<file path="src/rtl/program_loader.sv">
// Byte-serial program loader: assembles big-endian byte pairs into a small
// 16-bit instruction store, hiding the store from the CPU while a load runs.
`timescale 1ns/1ps

module program_loader #(
   parameter int ADDR_W = 3
) (
   input  logic              clk,
   input  logic              rst,
   input  logic              load_start,
   input  logic              byte_valid,
   input  logic [7:0]        byte_data,
   output logic              byte_ready,
   input  logic [ADDR_W-1:0] address,
   output logic [15:0]       instruction,
   output logic              loading,
   output logic              done
);

   localparam int                DEPTH = 2 ** ADDR_W;
   localparam logic [ADDR_W-1:0] LAST  = {ADDR_W{1'b1}};

   typedef enum logic [1:0] {
      IDLE,
      HI,
      LO,
      DONE
   } state_t;

   state_t            state;
   state_t            state_next;
   logic [ADDR_W-1:0] wr_ptr;
   logic [7:0]        hi_byte;
   logic [15:0]       mem [DEPTH];
   logic              xfer;

   assign xfer = byte_valid & byte_ready;

   // NOTE: every output of this block gets a default first, so no path can
   // leave a value unassigned and infer a latch.
   always_comb begin
      state_next = state;
      byte_ready = 1'b0;
      loading    = 1'b0;
      done       = 1'b0;
      unique case (state)
         IDLE: begin
            if (load_start) state_next = HI;
         end
         HI: begin
            byte_ready = 1'b1;
            loading    = 1'b1;
            if (xfer) state_next = LO;
         end
         LO: begin
            byte_ready = 1'b1;
            loading    = 1'b1;
            if (xfer) state_next = (wr_ptr == LAST) ? DONE : HI;
         end
         DONE: begin
            done       = 1'b1;
            state_next = IDLE;
         end
         default: state_next = IDLE;
      endcase
   end

   // NOTE: all state here uses non-blocking assignments so every register
   // samples pre-edge values, independent of statement order.
   always_ff @(posedge clk) begin
      if (rst) begin
         state   <= IDLE;
         wr_ptr  <= '0;
         hi_byte <= '0;
         // NOTE: the store is reset word by word because a reset must leave
         // no stale program visible to the CPU; it therefore maps to flops.
         for (int i = 0; i < DEPTH; i++) mem[i] <= '0;
      end else begin
         state <= state_next;
         if (state == IDLE && load_start) wr_ptr <= '0;
         if (xfer && state == HI) hi_byte <= byte_data;
         if (xfer && state == LO) begin
            mem[wr_ptr] <= {hi_byte, byte_data};
            if (wr_ptr != LAST) wr_ptr <= wr_ptr + 1'b1;
         end
      end
   end

   // Masked during a load so the CPU never fetches a half-written program.
   assign instruction = loading ? 16'h0000 : mem[address];

endmodule

</file>
<file path="config.mk">
export PLATFORM = sky130hd
export DESIGN_NAME = program_loader
export DESIGN_NICKNAME = d
export VERILOG_FILES = /design/src/rtl/program_loader.sv
export SDC_FILE = /design/constraint.sdc
export NUM_CORES = 1
export LEC_CHECK = 0
export BUFFER_PORTS_ARGS = -buffer_cell sky130_fd_sc_hd__clkbuf_2
export CORE_MARGIN = 2
export CORE_UTILIZATION = 36
export DETAILED_ROUTE_END_ITERATION = 16
export MAX_ROUTING_LAYER = met4
export PLACE_DENSITY = 0.64
export SLEW_MARGIN = 15
export SYNTH_ARGS = -nofsm -noshare
export SYNTH_HDL_FRONTEND = slang
export SYNTH_SLANG_ARGS = --single-unit
</file>
<file path="constraint.sdc">
create_clock -name clk -period 2.3 [get_ports clk]
set_clock_uncertainty 0.2 [all_clocks]
set_input_delay 0.23 -clock clk [delete_from_list [all_inputs] [get_ports clk]]
set_output_delay 0.23 -clock clk [all_outputs]
set_load 0.05 [all_outputs]
</file>
Word level (Yosys, flattened, before mapping) --
Memory sizes are Yosys's and may differ from the RTL's. Cells that the tools add are included.
Cells by class: $add $sub $neg 1, $mul 0, div/mod/pow operators 0, order comparisons 0, equality and inequality tests 8, shift operators 0, mux-type cells 19, bitwise gates (word level) 1, reduce and logical (&&, ||, !) cells 7
Operators by type and width (count):
- 2-to-1 mux 16 bit | 2
- OR reduction 16 bit | 1
- 2-to-1 mux 3 bit | 4
- 2-to-1 mux 1 bit | 8
- 2-to-1 mux 2 bit | 4
- one-hot mux 2 bit (4 select lines) | 1
- != test 2 bit (second input constant) | 3
- equality test 2 bit (second input constant) | 2
- adder 3 x 1 -> 3 bit (second input constant) | 1
- equality test 3 bit (second input constant) | 1
- logical AND 1 bit | 3
- != test 3 bit (second input constant) | 1
- AND reduction 3 bit | 1
- equality test 2 x 1 -> 1 bit (second input constant) | 1
- zero test 2 bit | 1
- OR reduction 2 bit | 1
- AND 1 bit | 1
Word-level totals: register bits after elaboration 13, latch bits 0, RAM bits 128, bits in read-only memories 0, input port bits 15, output and inout port bits 19, word-level logic and storage cells 40, memories 1
Memories:
- mem | depth 8, width 16, rd ports 1, clocked after memory_dff 0, write ports 8, line 34 | logic [15:0] mem [DEPTH];

Depth between registers and ports, before layout --
depth in word-level cells 10, depth in mapped cells 7

Worst setup path after synthesis --
OpenSTA, ideal clock, no wires.
path type register to output, start register state[0], end output instruction[10], arrival 2.135 ns, slack -0.265 ns, stages on the path, launching flop included 7, path through dfxtp_1 > inv_1 > ha_1 > nor2b_1 > buf_1 > clkbuf_1 > a22o_1
On the way: word-level cells in the longest chain between the ends 4, elaborated cells on any way between the ends 5
Ends and longest elaborated chain:
- start: declaration | line 30 | state_t state;
- start signal: assignment | line 79 | state <= state_next;
- equality test 2 x 1 -> 1 bit or equality test 2 bit (tied branches)
- OR reduction 2 bit (no line) (*)
- 2-to-1 mux 1 bit (*)
- named net byte_ready | line 13 | output logic byte_ready,
- 2-to-1 mux 16 bit (*) | line 90 | assign instruction = loading ? 16'h0000 : mem[address];
- end: declaration | line 15 | output logic [15:0] instruction,
The timed path passes the listed nets; every way through them passes the cells marked *.

Final worst setup path --
start register state[0], end output instruction[12]
On the way: word-level cells in the longest chain between the ends 4, elaborated cells on any way between the ends 5
Ends and longest elaborated chain:
- equality test 2 x 1 -> 1 bit or equality test 2 bit (tied branches) | line 46 | unique case (state)
- OR reduction 2 bit (no line) (*)
- 2-to-1 mux 1 bit (*) | line 46
- 2-to-1 mux 16 bit (*) | line 90
Mark *: on every way between the ends. The rest lies on a longest branch, timed or not.

==> impl_metrics.csv <==
group,metric,value,unit
cts,cts_tree,"built",
min_path,hold_start,"byte_data[7]",
cts,path_clk_slew,0.06,ns
timing,max_freq,443,MHz
global_routing,grt_pass1_vias,3910,
pwr,switching_power,2.07,mW
worst_setup_path,r2r-start,"state[0]",
pwr,peakVddDrop,0.000484,V
worst_setup_path,ff2ff_path_depth,6,
layout,drive_gt1_frac,0.312,
drt,wl_met3,609,um
floorplanning,fp.coreArea,17300,um2
timing,period_minus_slack,2.26,ns
timing,grt_setup_unrepaired,"true",
drt,wirelength,14900,um
synth,ys_warn_count,0,
synth,synth-seq-cells,141,
synth,syn_area,6370,um2
run_status,status,"complete, no violations",
timing,worstMarginPinSlew,0.592,ns
pwr,power_leakage,3.03,nW
floorplanning,die_area,18800,um2
floorplanning,initial_utilization,0.368,
placement,place_area,7190,um2
synth,seq_area_frac_synth,0.644,
timing,hold_viol,0,
cts,clock_path_buffers,2,
timing,relSlewSlack,0.606,
synth,synth_area_leaders,"edfxtp_1, and2_1, mux4_2",
cts,clock_latency,0.41,ns
worst_setup_path,crit_slowest_cell,"dfxtp_4",
worst_setup_path,path_cells,"inv_2, ha_4, nor2b_4, clkbuf_16, a22o_2, buf_12",
layout,syn_to_final_growth,25.2,%
floorplanning,io_pins,34,
pwr,p_clk_frac,0.346,
drt,ant_nets,0,
drt,wl_per_cell,21.1,um
min_path,hold_path_end,"hi_byte[7]",
worst_setup_path,critical_path.startpoint_type,"register",
worst_setup_path,rrSetupSlack,0.15,ns
layout,nets,489,
drt,top_layer_used,"met4",
drt,drt-pass1-iter-count,4,
cts,h-tree-depth,4,
layout,nFillCells,1504,
global_routing,grt_overflow,0,
worst_setup_path,cp_slowest_stage_delay,0.36,ns
drt,dr.first_iter.drc_count,393,
timing,finalSetupViolations,0,
cts,cts-root-buf,"clkbuf_16",
cts,cts_buffers,17,
worst_setup_path,cp-end-kind,"output port",
worst_setup_path,crit_arrival,1.83,ns
pwr,p_sw_frac,0.280,
pwr,power.share.sequential,0.405,
synth,synth_area_leader_cell,"edfxtp_1",
synth,synth_top_area_frac,0.604,
drt,via_per_inst,5.08,
worst_setup_path,critPathRequiredTime,1.87,ns
min_path,min_path_cells,3,
global_routing,grt_max_degree,33,
timing,period_share,0.981,
worst_setup_path,cp-startpoint,"state[0]",
synth,synth_nets,432,
global_routing,grt_pass1_wl,22900,um
synth,syn_avg_cell_area,15.5,um2
synth,synth_cell_types,34,
worst_setup_path,timing.rr.end,"mem[0][6]",
pwr,pwr-share-comb,0.249,
layout,final_cell_mix,"and2_1, edfxtp_1, mux4_2, buf_12, clkbuf_16",
pwr,power.density,925,nW/um2
pwr,p_int,5.31,mW
layout,fin_area,7970,um2
job,maxCapViolCount,0,
placement,place_congestion,0.736,
floorplanning,die_w,137,um
timing,hold_slack,0.00746,ns
timing,maxSlewViolCount,0,
drt,met2_length,7600,um
global_routing,grt_use_total,0.175,
worst_setup_path,critical_path_class,"register to output port",
layout,antennaDiodeCount,0,
drt,vias,3589,
placement,dpl.hpwl,8930,um
placement,io_buffers,33,
min_path,hold_class,"input pin to register",
floorplanning,row_count,48,
worst_setup_path,cp_max_fo,8,
floorplanning,die_y,137,um
drt,wl_met1,6350,um
cts,clock_sinks,141,
synth,postSynthCellCount,411,
global_routing,antenna_found_initial,0,
drt,drc,0,
[metrics by stage]
| step | std cells | TNS, ns | worst slack, ns | util | power (mW) |
|---|---|---|---|---|---|
| finish | 706 | 0 | 0.0427 | 0.461 | 7.38 |
| global route | 706 | -0.0604 | -0.0203 | 0.461 | 7.62 |
| CTS | 703 | 0 | 0.0138 | 0.454 | 7.27 |
| detailed placement | 665 | 0 | 0.153 | 0.416 | 4.63 |
| global placement | 665 | 0 | 0.197 | 0.416 | 4.60 |
| floorplan | 411 | 0 | 0.0241 | - | 3.92 |
[final cells by class]
type | count | area, um2 | share of cell area
Sequential cell | 141 | 4110 | 0.516
Multi-Input combinational cell | 246 | 2290 | 0.287
Timing Repair Buffer | 60 | 726 | 0.0910
Clock buffer | 17 | 425 | 0.0534
Tap cell | 225 | 282 | 0.0353
Clock inverter | 15 | 130 | 0.0163
Inverter | 2 | 7.51 | 0.000941
[how the worst max path moves through the flow]
stage | cells after the start | endpoint | slack [ns]
after floorplan | 6 | instruction[10] | 0.02
after global placement | 6 | mem[0][10] | 0.20
after detailed placement | 6 | mem[0][6] | 0.15
after CTS | 6 | instruction[11] | 0.01
after global routing | 6 | instruction[12] | -0.02
final | 6 | instruction[12] | 0.04
[Yosys cell counts]
master,count
mux2i_1,8
and3b_1,1
nor2b_1,1
nor2_1,13
buf_4,5
edfxtp_1,128
a31oi_1,1
o21bai_1,1
a22o_1,16
and3_1,1
inv_1,2
a41oi_1,1
nand2_1,6
nor3_1,2
mux4_2,32
nor3_2,1
nand4bb_1,1
a311oi_1,1
a211oi_1,1
ha_1,6
or2_2,8
nand4b_1,1
nand2b_1,3
nand2b_2,1
and2_1,128
buf_2,3
nand3_1,4
clkbuf_1,11
nor2_4,2
buf_1,3
nand3b_1,2
dfxtp_1,13
a21oi_1,3
or4b_4,1
[metal layers]
layer	up-vias	GRT usage
li1	1644	-
met1	1837	0.221
met2	82	0.285
met3	26	0.0278
met4	0	0.0687
met5	-	-
[power groups by stage]
stage | clock network (mW) | registers (mW) | logic (mW)
after floorplan | 0 | 3.00 | 0.923
after global placement | 0 | 3.02 | 1.58
after detailed placement | 0 | 3.03 | 1.60
after CTS | 2.59 | 2.98 | 1.71
after global routing | 2.69 | 3.00 | 1.93
final | 2.56 | 2.98 | 1.84
[flip-flops by register name, indices dropped and copies added, names as in the netlist]
register,count
hi_byte,8
mem,128
wr_ptr,3
state,2
[worst max-delay path: cells and delay by family, from the launching register on]
kind            cells  cell delay (ns)
buf+inv             3             0.40
fa+ha+maj           1             0.26
flops               1             0.36
compound gates      1             0.17
simple gates        1             0.22
[what timing repair did]
| action | CTS | global route |
|---|---|---|
| gates resized for setup | 9 | 14 |
| pin swaps | 1 | 2 |
| setup endpoints to repair | 16 | 14 |
| hold buffers | 5 | 0 |
| hold endpoints to repair | 8 | 0 |
| cloned | 0 | 1 |
| setup buffers | 1 | 2 |
[logic make-up after synthesis]
kind of cell	after synthesis	synth area share
compound gates	24	0.0305
buf+inv	24	0.0177
flops	141	0.644
fa+ha+maj	6	0.0118
mux	40	0.126
simple gates	176	0.170
Power figures use the tool's default switching activity.
